File: config.mk
export PLATFORM = sky130hd
export DESIGN_NAME = thread_sched
export DESIGN_NICKNAME = d
export VERILOG_FILES = /design/src/rtl/thread_sched.sv
export SDC_FILE = /design/constraint.sdc
export NUM_CORES = 1
export LEC_CHECK = 0
export CELL_PAD_IN_SITES_DETAIL_PLACEMENT = 0
export CELL_PAD_IN_SITES_GLOBAL_PLACEMENT = 1
export CORE_MARGIN = 10
export CORE_UTILIZATION = 42
export DETAILED_ROUTE_END_ITERATION = 16
export GPL_ROUTABILITY_DRIVEN = 0
export PLACE_DENSITY = 0.92
export SLEW_MARGIN = 0
export SYNTH_ARGS = -nofsm -noshare
export SYNTH_HDL_FRONTEND = slang
export SYNTH_SLANG_ARGS = --single-unit
File: constraint.sdc
create_clock -name clk -period 2.6 [get_ports clk]
set_input_delay 0.52 -clock clk [delete_from_list [all_inputs] [get_ports clk]]
set_output_delay 0.52 -clock clk [all_outputs]
set_load 0.01 [all_outputs]
File: src/rtl/thread_sched.sv
// rtl/thread_sched.sv - barrel-thread scheduler: fetch/execute thread indices, active mask, pipeline warm-up
//
// Purpose:
//   Rotates a thread index across NUM_THREADS hardware threads, one step per cycle.
//   The fetch-side index is the read address of the per-thread PC storage. The same
//   index, delayed by EXE_STAGE cycles, is the execute-side write address. A
//   per-thread active mask qualifies every issue slot. The mask is cleared by halt
//   requests and set by wake requests. A warm-up counter reports when the pipeline
//   has filled after reset.
//
// Ports:
//   clk                     clock, all logic on posedge
//   reset                   synchronous active-high reset
//   i_halt_valid            request to deactivate i_halt_thread
//   i_halt_thread           thread to deactivate
//   i_wake_valid            request to activate i_wake_thread
//   i_wake_thread           thread to activate
//   o_thread_index_counter  fetch-stage thread index
//   o_thread_index_execute  execute-stage thread index (fetch index delayed EXE_STAGE cycles)
//   o_valid_fetch           fetch slot belongs to an active thread
//   o_valid_execute         execute slot is valid (forced 0 until pipeline ready)
//   o_pipeline_ready        pipeline fill complete after reset
//   o_active_mask           registered per-thread active bits
//
// Configuration macro:
//   SINGLE_THREAD_BOOT_EN   when defined, only thread 0 is active out of reset;
//                           otherwise every thread boots active.

module thread_sched #(
    parameter int NUM_THREADS = 16,
    parameter int EXE_STAGE   = 7
) (
    input  logic                           clk,
    input  logic                           reset,
    input  logic                           i_halt_valid,
    input  logic [$clog2(NUM_THREADS)-1:0] i_halt_thread,
    input  logic                           i_wake_valid,
    input  logic [$clog2(NUM_THREADS)-1:0] i_wake_thread,
    output logic [$clog2(NUM_THREADS)-1:0] o_thread_index_counter,
    output logic [$clog2(NUM_THREADS)-1:0] o_thread_index_execute,
    output logic                           o_valid_fetch,
    output logic                           o_valid_execute,
    output logic                           o_pipeline_ready,
    output logic [NUM_THREADS-1:0]         o_active_mask
);

    localparam int TW = $clog2(NUM_THREADS);
    localparam int WW = $clog2(EXE_STAGE + 2);

    localparam logic [TW-1:0] LAST_THREAD = TW'(NUM_THREADS - 1);
    localparam logic [WW-1:0] WARM_DONE   = WW'(EXE_STAGE + 1);

`ifdef SINGLE_THREAD_BOOT_EN
    localparam logic [NUM_THREADS-1:0] MASK_RESET = NUM_THREADS'(1);
`else
    localparam logic [NUM_THREADS-1:0] MASK_RESET = '1;
`endif

    // ------------------------------------------------------------------
    // Fetch-side thread counter
    // ------------------------------------------------------------------
    logic [TW-1:0] cnt_q;
    logic [TW-1:0] cnt_d;

    // Explicit compare so non-power-of-2 thread counts wrap correctly.
    always_comb begin
        cnt_d = cnt_q + 1'b1;
        if (cnt_q == LAST_THREAD) begin
            cnt_d = '0;
        end
    end

    always_ff @(posedge clk) begin
        if (reset) begin
            cnt_q <= '0;
        end else begin
            cnt_q <= cnt_d;
        end
    end

    // ------------------------------------------------------------------
    // Active mask
    // ------------------------------------------------------------------
    logic [NUM_THREADS-1:0] mask_q;
    logic [NUM_THREADS-1:0] mask_d;
    logic                   halt_ok;
    logic                   wake_ok;

    // Indices beyond the thread count are dropped rather than aliased.
    assign halt_ok = i_halt_valid && (32'(i_halt_thread) < NUM_THREADS);
    assign wake_ok = i_wake_valid && (32'(i_wake_thread) < NUM_THREADS);

    // Wake is applied after halt so a simultaneous halt+wake of the same
    // thread leaves it active and a wakeup is never lost.
    always_comb begin
        mask_d = mask_q;
        if (halt_ok) begin
            mask_d[i_halt_thread] = 1'b0;
        end
        if (wake_ok) begin
            mask_d[i_wake_thread] = 1'b1;
        end
    end

    always_ff @(posedge clk) begin
        if (reset) begin
            mask_q <= MASK_RESET;
        end else begin
            mask_q <= mask_d;
        end
    end

    // ------------------------------------------------------------------
    // Fetch valid
    // ------------------------------------------------------------------
    logic valid_fetch;

    assign valid_fetch = mask_q[cnt_q] & ~reset;

    // ------------------------------------------------------------------
    // Fetch-to-execute delay line
    // ------------------------------------------------------------------
    // Slots already in flight keep the valid bit they were issued with. A
    // halt therefore only suppresses future fetch slots of that thread.
    logic [TW-1:0]        dl_idx_q [EXE_STAGE];
    logic [EXE_STAGE-1:0] dl_vld_q;

    always_ff @(posedge clk) begin
        if (reset) begin
            for (int i = 0; i < EXE_STAGE; i++) begin
                dl_idx_q[i] <= '0;
            end
            dl_vld_q <= '0;
        end else begin
            dl_idx_q[0] <= cnt_q;
            dl_vld_q[0] <= valid_fetch;
            for (int i = 1; i < EXE_STAGE; i++) begin
                dl_idx_q[i] <= dl_idx_q[i-1];
                dl_vld_q[i] <= dl_vld_q[i-1];
            end
        end
    end

    // ------------------------------------------------------------------
    // Warm-up tracking
    // ------------------------------------------------------------------
    logic [WW-1:0] warm_q;
    logic [WW-1:0] warm_d;
    logic          ready_q;
    logic          ready_d;

    // The counter saturates at EXE_STAGE+1. Ready is registered one cycle
    // after saturation, so it rises on the (EXE_STAGE+2)-th edge after
    // reset release and then holds.
    always_comb begin
        warm_d  = warm_q;
        ready_d = ready_q;
        if (warm_q == WARM_DONE) begin
            ready_d = 1'b1;
        end else begin
            warm_d = warm_q + 1'b1;
        end
    end

    always_ff @(posedge clk) begin
        if (reset) begin
            warm_q  <= '0;
            ready_q <= 1'b0;
        end else begin
            warm_q  <= warm_d;
            ready_q <= ready_d;
        end
    end

    // ------------------------------------------------------------------
    // Outputs
    // ------------------------------------------------------------------
    assign o_thread_index_counter = cnt_q;
    assign o_thread_index_execute = dl_idx_q[EXE_STAGE-1];
    assign o_valid_fetch          = valid_fetch;
    assign o_valid_execute        = dl_vld_q[EXE_STAGE-1] & ready_q;
    assign o_pipeline_ready       = ready_q;
    assign o_active_mask          = mask_q;

endmodule

# == After elaboration in Yosys (flattened, before gate mapping) ==
# Memory sizes are Yosys's and may differ from the RTL's.
# Index checks and enable logic that the tools add are counted.
# classes
add_sub_neg,2
n_mul,0
div,0
order_cmp,5
eq_ne,2
shifts,0
mux,18
bitwise,13
reduce_logical,3
# op_table
cell,count
2-to-1 mux 16 bit,2
2-to-1 mux 4 bit,7
bitwise AND 16 bit,1
NOT 16 bit,1
OR 16 bit,1
less-than comparator 4 x 5 -> 1 bit (second input constant),3
adder 4 x 1 -> 4 bit (second input constant),2
demux 1 bit (select 4 bit),2
equality test 4 bit (second input constant),2
>= comparator 4 x 1 -> 1 bit (second input constant),2
OR 1 bit,7
2-to-1 mux 1 bit,6
binary-select mux 1 bit (select 4 bit),1
bitwise AND 1 bit,2
logical AND 1 bit,2
OR reduction 2 bit,1
NOT 1 bit,1
# word_totals
register_bits,32
latchBits,0
ramBits,28
rom_bits,0
input_bits,12
output_inout_bits,27
wordCells,49
n_memories,1
# memory_table
memory,words,word_bits,read_ports,rd_clocked_by_memory_dff,wr,line_no,text
dl_idx_q,7,4,7,0,7,125,logic [TW-1:0] dl_idx_q [EXE_STAGE];

# == Depth between registers and ports, before layout ==
# Gate-level depths: netlist of the first run.
# depth
ltp_word,9
ltp_mapped,6
depth_no_buf,6

# == Least setup slack after synthesis of the first run ==
# No wires, ideal clock.
# synth_path
path_kind,register to output
from,"register cnt_q[0], in the netlist o_thread_index_counter[0]"
to,output port o_valid_fetch
t_arrival_ns,1.415
t_required_ns,2.080
slack_ns,0.665
path_stages_with_launch,6
n_path_buf,1
cell_sequence,dfxtp_1 > buf_6 > mux2_1 > or3_1 > o211ai_1 > o21ai_0
# synth_via
elab_chain_cells,3
# synth_rtl
item,line_no,text
start: declaration,62,logic [TW-1:0] cnt_q;
start signal: assignment,77,cnt_q <= cnt_d;
binary-select mux 1 bit (select 4 bit),118,assign valid_fetch = mask_q[cnt_q] & ~reset;
2-to-1 mux 1 bit (implied by the code),118,
bitwise AND 1 bit,118,
end: declaration,41,"output logic o_valid_fetch,"
# Every way passes these cells. The select of a mux whose other input is x is not followed.

# == Worst setup path in the final report of the first run ==
# layout_path
from,"register cnt_q[1], in the netlist o_thread_index_counter[1]"
to,output port o_valid_fetch
# Same word-level chain as after synthesis.

==> results of run 1 <==
-- critical path, cell delays in order (launching register included) --
cell and delay (ps):
dfxtp_1 380, mux4_1 570, o211ai_1 200, o21ai_0 120, dlygate4sd2_1 310
-- worst paths after layout --
path	start	to	slack (ps)	depth (start not counted)
setup / recovery	o_thread_index_counter[1]$_SDFF_PP0_	o_valid_fetch	180	4
hold / removal	reset	dl_idx_q[0][2]$_SDFF_PP0_	390	2
setup reg to reg	o_thread_index_counter[1]$_SDFF_PP0_	dl_vld_q[0]$_SDFF_PP0_	1230	3
hold reg to reg	dl_idx_q[0][10]$_SDFF_PP0_	dl_idx_q[0][14]$_SDFF_PP0_	430	1
-- cells in the final DEF, fill, tap and decap left out, types with 4 or more instances in the layout --
cell type	synthesis	layout
nand2_1	22	22
a21oi_1	15	15
nor2_1	12	12
buf_4	4	4
o21ai_0	11	11
nor2b_1	36	36
dfxtp_1	60	59
o31ai_1	6	6
nand2b_1	4	4
clkdlybuf4s50_1	0	36
a31oi_1	5	5
clkbuf_8	0	9
-- metrics by stage --
step                      hold slack, ps  util (%)  power, uW  cells
after floorplan                      414         -       1060    217
after global placement               416      51.1       1120    316
after detailed placement             422      51.1       1120    316
after CTS                            370      55.1       1950    332
after global routing                 388      55.1       2000    332
final                                389      55.1       1920    332
-- sequential cells by signal (all words and copies together) (netlist names) --
name                    flops
dl_idx_q                   28
o_active_mask              16
dl_vld_q                    7
o_thread_index_counter      4
warm_q                      4
o_pipeline_ready            1
-- per-layer routing --
metal	vias up	part of all wire, %	global-route usage, %
li1	811	-	-
met1	742	42	11.8
met2	42	48	19.5
met3	10	8.3	7.09
met4	0	1.8	5.78
met5	-	0	0
-- power by group through the flow --
stage / registers (uW) / logic, uW / clock network, uW
2_1_floorplan: 978 / 80.6 / 0
3_3_place_gp: 979 / 143 / 0
3_5_place_dp: 980 / 144 / 0
4_1_cts: 959 / 144 / 848
5_1_grt: 962 / 161 / 881
6_report: 960 / 143 / 818
-- area by class of cell --
class | count | area [um2] | share of cell area, %
well taps | 70 | 87.6 | 3.15
clock buffers | 9 | 124 | 4.46
flip-flops and latches | 60 | 1200 | 43.3
clock inverters | 7 | 75.1 | 2.70
multi-input cells | 141 | 872 | 31.4
inverters | 3 | 11.3 | 0.406
repair buffers | 42 | 404 | 14.6
-- cells by family (layout without fill, tap and decap cells) --
kind of cell | after synthesis | in the layout
AO/OA/AOI/OAI | 43 | 43
XOR/XNOR | 3 | 3
adder cells (fa/ha/maj) | 3 | 3
buffers and inverters | 16 | 61
flip-flops | 60 | 60
multiplexers | 6 | 6
AND/OR/NAND/NOR | 86 | 86
==> flow_metrics.tcl, run 1 <==
set metrics [dict create \
    status "complete, no violations" \
    initial_core_util_pct 43.0 \
    synth_compound_area_share_pct 11.8 \
    via_per_inst 4.83 \
    cts_buffers 9 \
    drive_gt1_share_pct 9.16 \
    crit_fanout 3 \
    synth_top_area_share_pct 55.4 \
    die_x_um 91.8 \
    n_fill_cell 458 \
    finalHoldViolCount 0 \
    dr.first_iter.drc_count 67 \
    setup_viol_count_final 0 \
    dr.pass1.iters 4 \
    dr_total_vias 1605 \
    grt_pass1_wl_mm 7.94 \
    rows 26 \
    overflow 0 \
    rsz0062_at_grt "false" \
    synthFlopType "dfxtp_1" \
    clock_power_share_pct 42.6 \
    p_leak_uw 0.00103 \
    final_area_um2 2780 \
    grt_max_degree 57 \
    syn-num-nets 232 \
    endpoint_kind "output port" \
    ys_seq_area_share_pct 55.4 \
    wl_mm 4.62 \
    synth_xor_area_share_pct 1.21 \
    numClockSinks 60 \
    place.port_buffers 38 \
    switching_share_pct 24.2 \
    hold_class "input port to flop" \
    cts_tree "yes" \
    fmax_ghz 0.413 \
    n_antenna_cell 0 \
    grt_pass1_vias 1680 \
    antenna_left 0 \
    timing.setup.tns_ps 0 \
    post_cts_buffers 0 \
    synthDistinctLibCells 36 \
    place_worst_setup_slack_ps 249 \
    maxSlewHeadroom_pct 63.0 \
    worstSetupPathType "flop to output port" \
    dpl.hpwl_mm 3.23 \
    synth.area.top_cells "dfxtp_1 55%, nor2b_1 10%, nand2_1 3.8%" \
    io_pins 39 \
    p_seq_share_pct 49.9 \
    ctsHoldBuffers 0 \
    area_delta_synth_final_pct 28.1 \
    drc 0 \
    die_h_um 91.8 \
    synthAdderAreaFrac_pct 1.73 \
    synthTopCellsByCount "60 x dfxtp_1, 36 x nor2b_1, 22 x nand2_1" \
    syn_inst 217 \
    synth.area.mux_share_pct 4.39 \
    cts_max_path_buffers 2 \
    fin_nets 272 \
    synthMostInstantiatedCell "dfxtp_1" \
    clk_latency_ps 330 \
    synth_warnings 0 \
    start_kind "flop" \
    ir_worst_vdd_mv 0.401 \
    synth-simple-area-share_pct 21.1 \
    tightest_slew_ps 554 \
    worst_ep_arrival_time_ps 1900 \
    synth_area_um2 2170 \
    pwr-share-comb_pct 7.5 \
    cts_resized 2 \
    placed_area_um2 2580 \
    avgSynthCellArea_um2 9.99 \
    finalCritPeriodShare_pct 93.1 \
    p_sw_uw 465 \
    synth_top_area_cell "dfxtp_1" \
    cts-root-buf "clkbuf_8" \
    core_area_um2 5040 \
    fp.dieArea_um2 8430 \
    synth-edff-count 0 \
    antenna_found_initial 0 \
    skew_ps 3.97 \
    powerDensity_nw_per_um2 692 \
    clk_pin_slew_ps 70 \
    fin_ws_ps 179 \
    postSynth.asyncResetShare_pct 0 \
    finalMaxSlewViolations 0 \
    synth_top_family_by_area "simple AND/OR/NAND/NOR gates" \
    critPathRequiredTime_ps 2080 \
    p_int_uw 1460 \
    max_cap_violations 0 \
    period_needed_ps 2420 \
    htree_levels 3 \
    synth-seq-cells 60 \
    wl_per_cell_um 13.9 \
    gr-usage-all-layers_pct 11.9 \
]
No activity file was read; power rests on OpenSTA's default activity.
==> run 2: changes to the inputs <==
- ABC_AREA: not set -> 1
- CORE_UTILIZATION: 42 -> 40
- GPL_TIMING_DRIVEN: not set -> 0
- PLACE_DENSITY: 0.92 -> 0.93
- SLEW_MARGIN: 0 -> 10
==> flow_metrics.tcl, run 2 <==
set metrics [dict create \
    crit_fanout 3 \
    n_fill_cell 543 \
    synth_top_area_share_pct 53.5 \
    synth_xor_area_share_pct 0.390 \
    wl_mm 4.68 \
    core_area_um2 5470 \
    largest_register_ffs 28 \
    clk_latency_ps 330 \
    synthDistinctLibCells 14 \
    synth-simple-area-share_pct 25.2 \
    worstSetupPathType "input port to output port" \
    synthFlopType "dfxtp_1" \
    syn_inst 297 \
    n_antenna_cell 0 \
    worst_ep_arrival_time_ps 1900 \
    initial_core_util_pct 41.0 \
    synth-edff-count 0 \
    avgSynthCellArea_um2 7.55 \
    cts_max_path_buffers 2 \
    fin_nets 361 \
    gr-usage-all-layers_pct 11.3 \
    dr.pass1.iters 4 \
    area_delta_synth_final_pct 29.9 \
    synth_top_area_cell "dfxtp_1" \
    synth_compound_area_share_pct 5.80 \
    cts-root-buf "clkbuf_8" \
    htree_levels 3 \
    finalHoldViolCount 0 \
    dpl.hpwl_mm 3.51 \
    layout_common_cells "60 x inv_1, 60 x dfxtp_1, 49 x nand2_1, 47 x nor2_1, 38 x clkdlybuf4s50_1" \
    synth-seq-cells 60 \
    finalCritPeriodShare_pct 92.9 \
    synth.area.mux_share_pct 0 \
    cts_tree "yes" \
    synth.area.top_cells "dfxtp_1 54%, inv_1 10%, nand2_1 8.2%" \
    skew_ps 4.04 \
    synthTopCellsByCount "60 x dfxtp_1, 60 x inv_1, 49 x nand2_1" \
    rsz0062_at_grt "false" \
    max_cap_violations 0 \
    dr.first_iter.drc_count 58 \
    maxSlewHeadroom_pct 63.8 \
    finalMaxSlewViolations 0 \
    synth_top_family_by_area "simple AND/OR/NAND/NOR gates" \
    hold_class "flop to flop" \
    place_worst_setup_slack_ps 181 \
    fp.dieArea_um2 9000 \
    postSynth.asyncResetShare_pct 0 \
    met1_usage_pct 12.4 \
    synthAdderAreaFrac_pct 1.67 \
    synth_area_um2 2240 \
    grt.met3_usage_pct 5.23 \
    final_cells 423 \
    place.port_buffers 38 \
    wl_per_cell_um 11.1 \
    critPathRequiredTime_ps 2080 \
    status "complete, no violations" \
    die_x_um 94.9 \
    timing.setup.tns_ps 0 \
    grt.met2_usage_pct 18.1 \
    tightest_slew_ps 539 \
    endpoint_kind "output port" \
    start_kind "input port" \
    via_per_inst 4.48 \
    power_uw 1950 \
    drc 0 \
    syn-num-nets 312 \
    dp.cells 407 \
    fmax_ghz 0.414 \
    drive_gt1_share_pct 8.83 \
    rows 27 \
    post_cts_buffers 0 \
    antenna_left 0 \
    antenna_found_initial 0 \
    setup_viol_count_final 0 \
    clk_pin_slew_ps 60 \
    top_register "dl_idx_q" \
    grt_max_degree 12 \
    ctsHoldBuffers 0 \
    ys_seq_area_share_pct 53.5 \
    numClockSinks 60 \
    cts_buffers 9 \
    die_h_um 94.9 \
    dr_total_vias 1894 \
    powerDensity_nw_per_um2 669 \
    cts_resized 0 \
    grt_pass1_vias 1812 \
    period_needed_ps 2420 \
    ir_worst_vdd_mv 0.446 \
    grt_pass1_wl_mm 7.96 \
    busiest_layer "met2" \
    fin_ws_ps 185 \
    synth_warnings 0 \
    overflow 0 \
    p_leak_uw 0.00131 \
    io_pins 39 \
]
## run 2: cell count changes after synthesis, moves of 10 or more
cell and delta:
nand3_1 +28, nor2b_1 -36, nor2_1 +35, a21oi_1 -10, nand2_1 +27, o21ai_0 +10
inv_1 +57
## run 2: stage by stage
stage               util, %  hold slack [ps]  area, um2
floorplan                 -              388       2240
global placement       49.6              388       2710
detailed placement     49.6              394       2710
CTS                    53.3              400       2920
global route           53.3              412       2920
finish                 53.3              401       2920
## run 2: cell type report
class / instances / area (um2) / area share, %
sequential: 60 / 1200 / 41.2
clock inverter: 5 / 60.1 / 2.06
clock buffer: 11 / 141 / 4.85
buffer: 11 / 67.6 / 2.32
inverter: 62 / 233 / 7.98
tap: 72 / 90.1 / 3.09
multi-input combinational: 164 / 742 / 25.5
timing repair buffer: 38 / 380 / 13.0
## run 2: kinds of logic after synthesis
logic type / count (synthesis)
buf+inv: 73
flops: 60
xor+xnor: 1
compound gates: 26
simple gates: 134
fa+ha+maj: 3
## run 2: routing by layer
metal | wire length [um] | vias to the layer above
met5 | 0 | -
met4 | 105 | 0
met3 | 407 | 9
met2 | 2110 | 42
met1 | 2050 | 852
li1 | - | 991
## run 2: where the power goes
part | switching (uW) | internal [uW] | total, uW
Clock | 362 | 472 | 834
Sequential | 17.1 | 943 | 961
Combinational | 87.7 | 68.2 | 156
## run 2: path summary, 6_finish.rpt
kind | cells past startpoint | slack, ps | startpoint | endpoint
hold / removal | 2 | 400 | dl_idx_q[0][13]$_SDFF_PP0_ | dl_idx_q[0][17]$_SDFF_PP0_
setup reg to reg | 4 | 1310 | o_thread_index_counter[1]$_SDFF_PP0_ | o_thread_index_counter[3]$_SDFF_PP0_
hold reg to reg | 2 | 400 | dl_idx_q[0][13]$_SDFF_PP0_ | dl_idx_q[0][17]$_SDFF_PP0_
setup / recovery | 7 | 180 | reset | o_valid_fetch
## run 2: critical path, cell delays in order
cell and delay (ps):
clkdlybuf4s50_1 450, inv_1 80, nand2_1 50, inv_1 70, nand3_1 100, nand2_1 80
clkdlybuf4s50_1 550
==> run 3: changes to the inputs <==
- ABC_AREA: 1 -> not set
- CORE_UTILIZATION: 40 -> 50
- DONT_BUFFER_PORTS: not set -> 1
- PLACE_DENSITY: 0.93 -> 0.91
- clock period: 2.6 -> 3.1 ns (I/O delays scaled with it)
==> flow_metrics.tcl, run 3 (same netlist as run 1, synthesis figures left out) <==
set metrics [dict create \
    drive_gt1_share_pct 9.48 \
    setup_viol_count_final 0 \
    largest_register_ffs 28 \
    rrSetupSlack_ps 1480 \
    gr-usage-all-layers_pct 12.5 \
    antenna_found_initial 0 \
    skew_ps 6.48 \
    grt_pass1_vias 1489 \
    grt_pass1_wl_mm 7.15 \
    ir_worst_vdd_mv 0.311 \
    cts_tree "yes" \
    cts-root-buf "clkbuf_8" \
    finalMaxSlewViolations 0 \
    cts_buffers 9 \
    crit_fanout 9 \
    crit_start "o_thread_index_counter[1]$_SDFF_PP0_" \
    antenna_left 0 \
    top_register "dl_idx_q" \
    dpl.hpwl_mm 3.12 \
    p_leak_uw 0.000910 \
    fin_nets 243 \
    hold_class "input port to flop" \
    rows 23 \
    die_x_um 85.8 \
    endpoint_kind "output port" \
    finalCritPeriodShare_pct 82.4 \
    rr_worst_depth 4 \
    place_worst_setup_slack_ps 854 \
    clk_pin_slew_ps 60 \
    fin_ws_ps 545 \
    htree_levels 3 \
    maxSlewHeadroom_pct 66.7 \
    period_needed_ps 2550 \
    max_cap_violations 0 \
    wl_mm 4.37 \
    grt_max_degree 11 \
    ctsHoldBuffers 0 \
    worstSetupPathType "flop to output port" \
    timing.setup.tns_ps 0 \
    layout_commonest_cell "dfxtp_1" \
    finalHoldViolCount 0 \
    cts_max_path_buffers 2 \
    rsz0062_at_grt "false" \
    overflow 0 \
    fp.dieArea_um2 7370 \
    place.port_buffers 0 \
    area_delta_synth_final_pct 12.2 \
    drc 0 \
    io_pins 39 \
    setup.worst_path.end "o_valid_fetch" \
    powerDensity_nw_per_um2 658 \
    status "complete, no violations" \
    n_antenna_cell 0 \
    dr.first_iter.drc_count 83 \
    via_per_inst 5.28 \
    regToRegEndpoint "dl_vld_q[0]$_SDFF_PP0_" \
    dr_total_vias 1489 \
    fmax_ghz 0.391 \
    clk_latency_ps 330 \
    wl_per_cell_um 15.5 \
    dr.pass1.iters 4 \
    final_area_um2 2430 \
    initial_core_util_pct 53.0 \
    post_cts_buffers 0 \
    critPathRequiredTime_ps 2480 \
    cts_resized 0 \
    hold_slack_ps 375 \
    layout_common_cells "60 x dfxtp_1, 36 x nor2b_1, 22 x nand2_1, 15 x a21oi_1" \
    worst_ep_arrival_time_ps 1930 \
    numClockSinks 60 \
    die_h_um 85.8 \
    regToRegStartpoint "o_thread_index_counter[1]$_SDFF_PP0_" \
    core_area_um2 4090 \
    tightest_slew_ps 498 \
    placed_area_um2 2230 \
    start_kind "flop" \
]
[run 3: cell count changes in the layout (fill, tap and decap cells not counted), sizes merged, moves of 5 or more]
cell | previous run | this run
a21oi | 5 | 15
a31oi | 0 | 5
clkbuf | 11 | 19
clkdlybuf4s50 | 38 | 0
inv | 63 | 3
nand2 | 49 | 22
nand3 | 31 | 3
nor2 | 47 | 12
nor2b | 0 | 37
nor3 | 7 | 0
o21ai | 21 | 12
o31ai | 0 | 6
[run 3: area by class of cell]
cell class,instances,area [um2]
fill,371,1650
sequential,60,1200
buffer,13,82.6
clock inverter,1,30.0
tap,50,62.6
clock buffer,14,173
multi-input combinational,141,872
inverter,3,11.3
[run 3: metal layers]
| metal | share of wire, % | track usage (%) | up-vias |
|---|---|---|---|
| li1 | - | - | 752 |
| met1 | 37 | 12.3 | 673 |
| met2 | 49 | 20.4 | 56 |
| met3 | 12 | 7.28 | 8 |
| met4 | 1.8 | 6.29 | 0 |
| met5 | 0 | 0 | - |
[run 3: worst max-delay path: stages (launching register included)]
cell and delay, ps:
dfxtp_1 420, buf_6 170, mux4_1 590, o211ai_1 210, o21ai_0 220
[run 3: report_power, final]
part | total, uW | switching, uW | internal (uW)
Sequential | 807 | 16.3 | 791
Combinational | 83.6 | 48.3 | 35.3
Clock | 709 | 275 | 434
Total | 1600 | 340 | 1260
[run 3: how the worst min path moves through the flow]
stage | startpoint | to | slack (ps) | depth (start not counted)
finish | reset | dl_idx_q[0][3]$_SDFF_PP0_ | 370 | 1
global route | reset | dl_idx_q[0][3]$_SDFF_PP0_ | 350 | 1
CTS | reset | dl_idx_q[0][3]$_SDFF_PP0_ | 360 | 1
detailed placement | dl_idx_q[0][3]$_SDFF_PP0_ | dl_idx_q[0][7]$_SDFF_PP0_ | 430 | 1
global placement | dl_idx_q[0][15]$_SDFF_PP0_ | dl_idx_q[0][19]$_SDFF_PP0_ | 420 | 1
floorplan | dl_idx_q[0][6]$_SDFF_PP0_ | dl_idx_q[0][10]$_SDFF_PP0_ | 410 | 1
[run 3: per-stage QoR]
| stage | utilization, % | cells | power, uW |
|---|---|---|---|
| after global placement | 54.6 | 267 | 908 |
| after global routing | 59.5 | 282 | 1670 |
| final | 59.5 | 282 | 1600 |
| after CTS | 59.5 | 282 | 1620 |
| after floorplan | - | 217 | 888 |
| after detailed placement | 54.6 | 267 | 909 |
